===== src/rtl/io_input_sequencer.sv =====
// io_input_sequencer: stalls the single-cycle core on a switch-port read until the
// user presses a debounced confirm button, then latches the switches and releases
// the instruction for exactly one completing cycle.
// Optional feature: define IO_TIMEOUT_EN to bound the wait with a press timeout.
module io_input_sequencer #(
  parameter int unsigned DB_CYCLES = 200000,
  parameter int unsigned DB_W      = 18,
  parameter logic [23:0] TO_CYCLES = 24'hFFFFFF
) (
  input  logic        clock,
  input  logic        rst,
  input  logic        io_read,
  input  logic        switch_ctrl,
  input  logic [15:0] switches,
  input  logic        confirm_button,
  output logic        pc_hold,
  output logic [15:0] io_rdata,
  output logic        io_valid,
  output logic        io_timeout
);

  typedef enum logic [1:0] {
    IDLE = 2'd0,
    WAIT = 2'd1,
    DONE = 2'd2
  } state_t;

  localparam logic [DB_W-1:0] DB_LAST = DB_W'(DB_CYCLES - 1);

  state_t          state;
  state_t          state_next;
  logic            btn_meta;
  logic            btn_sync;
  logic            btn_stable;
  logic            btn_prev;
  logic [DB_W-1:0] db_cnt;
  logic            press;
  logic            req;
  logic            to_expire;
  logic            capture_press;
  logic            capture_timeout;

  // Two-flop synchroniser for the asynchronous button.
  // NOTE: flops always use non-blocking assignments so every register samples the pre-edge value of its source.
  always_ff @(posedge clock) begin
    if (rst) begin
      btn_meta <= 1'b0;
      btn_sync <= 1'b0;
    end else begin
      btn_meta <= confirm_button;
      btn_sync <= btn_meta;
    end
  end

  // Debounce: the stable level follows btn_sync only after DB_CYCLES unchanged clocks.
  always_ff @(posedge clock) begin
    if (rst) begin
      db_cnt     <= '0;
      btn_stable <= 1'b0;
      btn_prev   <= 1'b0;
    end else begin
      btn_prev <= btn_stable;
      if (btn_sync == btn_stable) begin
        db_cnt <= '0;
      end else if (db_cnt == DB_LAST) begin
        btn_stable <= btn_sync;
        db_cnt     <= '0;
      end else begin
        db_cnt <= db_cnt + DB_W'(1);
      end
    end
  end

  // Only a fresh rising edge of the debounced level counts as a press.
  assign press = btn_stable & ~btn_prev;
  assign req   = io_read & switch_ctrl;

`ifdef IO_TIMEOUT_EN
  localparam logic [23:0] TO_LAST = TO_CYCLES - 24'd1;

  logic [23:0] to_cnt;

  // Timeout counter: zero outside WAIT, so it starts from zero on every WAIT entry.
  always_ff @(posedge clock) begin
    if (rst || state != WAIT) begin
      to_cnt <= '0;
    end else begin
      to_cnt <= to_cnt + 24'd1;
    end
  end

  assign to_expire = (to_cnt == TO_LAST);

  // Sticky timeout flag: set by a timed-out read, cleared by a pressed read.
  always_ff @(posedge clock) begin
    if (rst) begin
      io_timeout <= 1'b0;
    end else if (capture_timeout) begin
      io_timeout <= 1'b1;
    end else if (capture_press) begin
      io_timeout <= 1'b0;
    end
  end
`else
  logic unused_to_cfg;

  assign unused_to_cfg = ^TO_CYCLES;
  assign to_expire     = 1'b0;
  assign io_timeout    = 1'b0;
`endif

  // State register.
  always_ff @(posedge clock) begin
    if (rst) begin
      state <= IDLE;
    end else begin
      state <= state_next;
    end
  end

  // Next state and outputs; reset forces pc_hold low in the reset cycle itself.
  always_comb begin
    // NOTE: every output gets a default first so no path can infer a latch.
    state_next      = state;
    pc_hold         = 1'b0;
    io_valid        = 1'b0;
    capture_press   = 1'b0;
    capture_timeout = 1'b0;
    case (state)
      IDLE: begin
        pc_hold = req;
        if (req) state_next = WAIT;
      end
      WAIT: begin
        pc_hold = 1'b1;
        if (press) begin
          state_next    = DONE;
          capture_press = 1'b1;
        end else if (!req) begin
          state_next = IDLE;
        end else if (to_expire) begin
          state_next      = DONE;
          capture_timeout = 1'b1;
        end
      end
      DONE: begin
        io_valid   = 1'b1;
        state_next = IDLE;
      end
      default: state_next = IDLE;
    endcase
    if (rst) begin
      pc_hold  = 1'b0;
      io_valid = 1'b0;
    end
  end

  // Read data: switches at the press cycle, zero on timeout, held otherwise.
  always_ff @(posedge clock) begin
    if (rst) begin
      io_rdata <= '0;
    end else if (capture_press) begin
      io_rdata <= switches;
    end else if (capture_timeout) begin
      io_rdata <= '0;
    end
  end

endmodule


===== config.mk =====
export PLATFORM = sky130hd
export DESIGN_NAME = io_input_sequencer
export DESIGN_NICKNAME = d
export VERILOG_FILES = /design/src/rtl/io_input_sequencer.sv
export SDC_FILE = /design/constraint.sdc
export NUM_CORES = 1
export LEC_CHECK = 0
export CAP_MARGIN = 10
export CORE_UTILIZATION = 43
export CTS_CLUSTER_DIAMETER = 120
export DETAILED_ROUTE_END_ITERATION = 7
export PLACE_DENSITY = 0.81
export SYNTH_ARGS = -nofsm -noshare
export SYNTH_HDL_FRONTEND = slang
export SYNTH_SLANG_ARGS = --single-unit
export TNS_END_PERCENT = 5

===== constraint.sdc =====
create_clock -name clock -period 1.6 [get_ports clock]
set_input_delay 0.48 -clock clock [delete_from_list [all_inputs] [get_ports clock]]
set_output_delay 0.48 -clock clock [all_outputs]
set_load 0.01 [all_outputs]

# Yosys cells after proc, flatten, opt, wreduce, memory -nomap -nowiden
# Index checks and enable logic that the tools add are counted.
classes:
  shift: 0
  mux: 11
  div: 0
  eq_ne: 6
  mul: 0
  n_reduce_logical: 4
  bitwise: 4
  magnitude_cmp: 0
  addsub: 1
ops:
  columns: ["op", "count"]
  rows:
  - ["18-bit by 1-bit adder with 18-bit output, second input constant", 1]
  - ["18-bit == test, second input constant", 1]
  - ["16-bit two-way mux", 1]
  - ["2-bit two-way mux", 3]
  - ["1-bit two-way mux", 5]
  - ["2-bit one-hot mux with 2 select lines", 1]
  - ["2-bit AND reduction", 2]
  - ["3-bit != test, second input constant", 1]
  - ["3-bit OR reduction", 1]
  - ["1-bit AND", 2]
  - ["2-bit by 1-bit == test with 1-bit output, second input constant", 1]
  - ["2-bit == test, second input constant", 1]
  - ["2-bit zero test", 1]
  - ["2-bit != test, second input constant", 1]
  - ["1-bit NOT", 2]
  - ["1-bit one-hot mux with 2 select lines", 1]
  - ["1-bit == test", 1]
word_totals:
  regBits: 40
  romBits: 0
  memories: 0
  inputBits: 21
  latch_bits: 0
  mem_bits_rw: 0

# Longest topological paths before layout
logic_depth:
  depth_word: 5
  mapped_depth: 6

# Worst setup path after synthesis
# OpenSTA, ideal clock, no wires.
synth_timing:
  kind: "flip-flop to flip-flop"
  start: "register db_cnt[0]"
  end: "register db_cnt[4]"
  stages_incl_launch_ff: 7
  arrival_ns: 1.389
  period_less_slack_ns: 1.504
  path_slack_ns: 0.096
  setup_time_ns: 0.115
  n_path_buf: 1
  cell_sequence: "dfxtp_1 > ha_1 > and3_1 > nand3_2 > o21ai_2 > buf_6 > nor2_1"
synth_via:
  elab_chain_len: 2
synth_lines:
  columns: ["item", "line", "rtl"]
  rows:
  - ["start: declaration", "36", "logic [DB_W-1:0] db_cnt;"]
  - ["start signal: assignment", "69", "db_cnt <= db_cnt + DB_W'(1);"]
  - ["branches (longest 2 deep; another with 18-bit by 1-bit adder with 18-bit output)", null, null]
# Several ways; the timed one is not identified.
# A chain may end at the register's enable or synchronous reset.

# Final worst setup path
layout_timing:
  start: "register db_cnt[1]"
  end: "register btn_stable"
layout_via:
  elab_chain_len: 2
layout_lines:
  columns: ["item", "line", "rtl"]
  rows:
  - ["18-bit == test", "65", "end else if (db_cnt == DB_LAST) begin"]
  - ["2-bit AND reduction (no source line)", null, null]
  - ["end signal: assignment", "66", "btn_stable <= btn_sync;"]
  - ["end: declaration", "34", "logic btn_stable;"]
# Every way passes these cells.

==> impl_metrics.xml <==
<?xml version="1.0" encoding="UTF-8"?>
<metrics>
  <group name="drt">
    <metric name="avgViaCountPerCell" unit="">4.86</metric>
    <metric name="drc" unit="">0</metric>
    <metric name="detail_route.wl_per_cell" unit="µm">11.0</metric>
    <metric name="dr_total_vias" unit="">1342</metric>
    <metric name="detail_route.wirelength" unit="µm">3040</metric>
    <metric name="antenna_left" unit="">0</metric>
    <metric name="initialDrtViolationCount" unit="">58</metric>
    <metric name="drtPass1Iterations" unit="">4</metric>
  </group>
  <group name="synth">
    <metric name="synth-seq-area-share" unit="%">50.2</metric>
    <metric name="ys_dominant_reg_cell" unit="">sky130_fd_sc_hd__dfxtp_1</metric>
    <metric name="synth-edff-count" unit="">0</metric>
    <metric name="synthesis.nets" unit="">206</metric>
    <metric name="synth_top_cell_area_share" unit="%">50.2</metric>
    <metric name="synth_area_per_cell" unit="µm²">8.67</metric>
    <metric name="synth_most_common_cell" unit="">sky130_fd_sc_hd__dfxtp_1</metric>
    <metric name="synth_common_cells" unit="">sky130_fd_sc_hd__dfxtp_1 (40), sky130_fd_sc_hd__nand2_1 (37), sky130_fd_sc_hd__a21oi_1 (19), sky130_fd_sc_hd__nor2_1 (19), sky130_fd_sc_hd__xnor2_1 (9)</metric>
    <metric name="ys_warn_count" unit="">0</metric>
    <metric name="post_synth_instance_area" unit="µm²">1600</metric>
    <metric name="ys_async_sr_fraction" unit="%">0</metric>
    <metric name="top_area_cells_in_the_synthesized_netlist" unit="">sky130_fd_sc_hd__dfxtp_1 (50%), sky130_fd_sc_hd__nand2_1 (8.7%), sky130_fd_sc_hd__a21oi_1 (6.0%)</metric>
    <metric name="yosysUniqueCellTypes" unit="">34</metric>
    <metric name="yosys_register_bits" unit="">40</metric>
    <metric name="synth_largest_area_cell" unit="">sky130_fd_sc_hd__dfxtp_1</metric>
    <metric name="syn_inst" unit="">184</metric>
  </group>
  <group name="final_layout">
    <metric name="layout.filler_cells" unit="">304</metric>
    <metric name="area_growth" unit="%">35.3</metric>
    <metric name="final_core_util" unit="%">62.7</metric>
    <metric name="diodes" unit="">0</metric>
    <metric name="nets" unit="">251</metric>
    <metric name="stdcell_count" unit="">276</metric>
    <metric name="layout-drive-gt1-share" unit="%">12.2</metric>
  </group>
  <group name="clock_network">
    <metric name="cts_clk_pin_slew_worst_paths" unit="ps">70</metric>
    <metric name="clock_sink_count" unit="">40</metric>
    <metric name="ctsLongestPathBuffers" unit="">2</metric>
    <metric name="h_tree_levels" unit="">2</metric>
    <metric name="cts_root_buf" unit="">sky130_fd_sc_hd__clkbuf_8</metric>
    <metric name="clk-insertion-delay-late" unit="ps">290</metric>
    <metric name="clock_buffer_count_from_cts" unit="">5</metric>
    <metric name="cts_tree" unit="">yes</metric>
  </group>
  <group name="global_route">
    <metric name="maximum_number_of_pins_on_one_net_before_global_route_repair" unit="">19</metric>
    <metric name="globalRouteOverflowTotal" unit="">0</metric>
    <metric name="vias_in_the_first_global_route" unit="">1185</metric>
    <metric name="antenna_found_initial" unit="">0</metric>
    <metric name="grt_util_all_layers" unit="%">16.2</metric>
    <metric name="grt_pass1_wl" unit="µm">4950</metric>
  </group>
  <group name="sta">
    <metric name="finalMaxSlewViolations" unit="">0</metric>
    <metric name="fmax" unit="GHz">0.648</metric>
    <metric name="hold_viol" unit="">0</metric>
    <metric name="finalClockSkew" unit="ps">7.96</metric>
    <metric name="finalWorstPathRequiredPeriod" unit="ps">1540</metric>
    <metric name="setup_violations" unit="">0</metric>
    <metric name="hold_ws" unit="ps">451</metric>
    <metric name="fin_crit_sh" unit="%">96.5</metric>
    <metric name="rsz_0062_raised_after_global_routing" unit="">true</metric>
  </group>
  <group name="floorplan">
    <metric name="die_h" unit="µm">62.9</metric>
    <metric name="initial_utilization" unit="%">46.3</metric>
    <metric name="ios" unit="">40</metric>
    <metric name="fp-row-count" unit="">21</metric>
    <metric name="dieWidth" unit="µm">62.9</metric>
    <metric name="design.die.area" unit="µm²">3960</metric>
    <metric name="core_region" unit="µm²">3440</metric>
  </group>
  <group name="critical_path">
    <metric name="timing.critical_path.to_type" unit="">register</metric>
    <metric name="timing.critical_path.slowest_stage_cell" unit="">sky130_fd_sc_hd__or4b_1</metric>
    <metric name="critical-path-top-delay-family" unit="">simple AND/OR/NAND/NOR gates</metric>
    <metric name="timing.critical_path.required" unit="ps">1840</metric>
    <metric name="buf_inv_stages_crit_path" unit="">0</metric>
    <metric name="path_cells" unit="">ha_2 -&gt; and3_1 -&gt; nand3_2 -&gt; or4b_1 -&gt; nand2_1</metric>
    <metric name="setup.worst_path.class" unit="">reg2reg</metric>
    <metric name="arrival_worst_endpoint" unit="ps">1780</metric>
    <metric name="regToRegSetupSlack" unit="ps">60</metric>
    <metric name="critical_path.max_fanout" unit="">4</metric>
    <metric name="crit_path_max_incr_delay" unit="ps">510</metric>
    <metric name="worstSetupStartpointType" unit="">register</metric>
  </group>
  <group name="power">
    <metric name="p_per_area" unit="nW/µm²">867</metric>
    <metric name="total_power" unit="W">0.00187</metric>
    <metric name="power.static_leakage" unit="nW">0.813</metric>
    <metric name="max-vdd-ir-drop" unit="µV">567</metric>
  </group>
  <group name="place">
    <metric name="dp_hpwl" unit="µm">2100</metric>
    <metric name="placement.io_buffers" unit="">38</metric>
    <metric name="gpl.final_weighted_congestion" unit="">0.827</metric>
    <metric name="placedCellCount" unit="">267</metric>
  </group>
  <group name="outcome">
    <metric name="outcome" unit="">finished clean</metric>
  </group>
  <group name="min_path">
    <metric name="hold_path.class" unit="">reg2reg</metric>
  </group>
  <group name="job">
    <metric name="timing.max_cap.violations" unit="">0</metric>
  </group>
</metrics>
-- report_power, final --
| group | internal [W] | switching, W | leakage (nW) | total, W |
|---|---|---|---|---|
| sequential | 0.000999 | 0.00000227 | 0.323 | 0.00100 |
| clock | 0.000463 | 0.000331 | 0.0552 | 0.000794 |
| combinational | 0.0000519 | 0.0000251 | 0.435 | 0.0000770 |
-- layout make-up --
| class | count | area, µm² | share of cell area [%] |
|---|---|---|---|
| flip-flops and latches | 40 | 801 | 37.1 |
| multi-input cells | 134 | 766 | 35.5 |
| repair buffers | 46 | 419 | 19.4 |
| clock buffers | 6 | 72.6 | 3.36 |
| well taps | 46 | 57.6 | 2.67 |
| clock inverters | 2 | 35.0 | 1.62 |
| inverters | 2 | 7.51 | 0.348 |
-- worst paths after layout --
| check | depth (start not counted) | to | start |
|---|---|---|---|
| worst max-delay path | 5 | btn_stable$_SDFFE_PP0P_ | db_cnt[1]$_SDFF_PP0_ |
| worst min-delay path | 2 | io_rdata[1]$_SDFFE_PP0P_ | io_rdata[1]$_SDFFE_PP0P_ |
| worst max register to register | 5 | btn_stable$_SDFFE_PP0P_ | db_cnt[1]$_SDFF_PP0_ |
| worst min register to register | 2 | io_rdata[1]$_SDFFE_PP0P_ | io_rdata[1]$_SDFFE_PP0P_ |
-- cells in the final DEF (no fill, tap or decap), drive strengths merged, types with 6 or more instances in the layout --
master	netlist	routed
nand4	6	6
clkbuf	3	6
clkdlybuf4s50	0	17
a21oi	20	20
dfxtp	40	40
nand2	37	37
buf	5	10
nand3	6	6
xnor2	9	9
dlygate4sd2	0	19
nor2	19	19
-- flip-flops by register name, summed over array words and instances, names as in the netlist --
name,count
btn_prev,1
btn_meta,1
state,2
btn_sync,1
io_rdata,16
db_cnt,18
btn_stable,1
-- worst register-to-register path, stage by stage, from the launching register on --
cell	delay, ps
sky130_fd_sc_hd__dfxtp_1	360
sky130_fd_sc_hd__ha_2	210
sky130_fd_sc_hd__and3_1	210
sky130_fd_sc_hd__nand3_2	130
sky130_fd_sc_hd__or4b_1	510
sky130_fd_sc_hd__nand2_1	70
-- per-stage QoR --
step	area, µm²	setup TNS [ps]	worst slack, ps
global placement	2050	-1830	-606
finish	2160	0	56.7
detailed placement	2050	-2270	-601
global route	2160	-10.1	-10.1
floorplan	1600	0	96.4
CTS	2130	0	27.7
-- metal layers --
layer  wire [µm]  GRT usage, %  vias up  part of all wire [%]
li1            -             -      708                     -
met1        1470          18.9      591                    48
met2        1340          25.4       39                    44
met3         193          6.57        4                   6.3
met4          36          7.85        0                   1.2
met5           0             0        -                     0
-- timing repair --
item / 4_1_cts / 5_1_grt
pin swaps: 1 / 1
hold buffers: 0 / 0
buffers inserted: 0 / 1
gates resized for setup: 29 / 4
setup endpoints to repair: 18 / 4
-- cells by family after synthesis --
family          count (synthesis)  synth area share (%)
flops                          40                  50.2
fa+ha+maj                       1                 0.784
xor+xnor                       14                  7.69
other cells                     1                 0.235
buf+inv                        10                  3.45
simple gates                   93                  29.3
compound gates                 25                  8.31
Power figures use the tool's default switching activity.
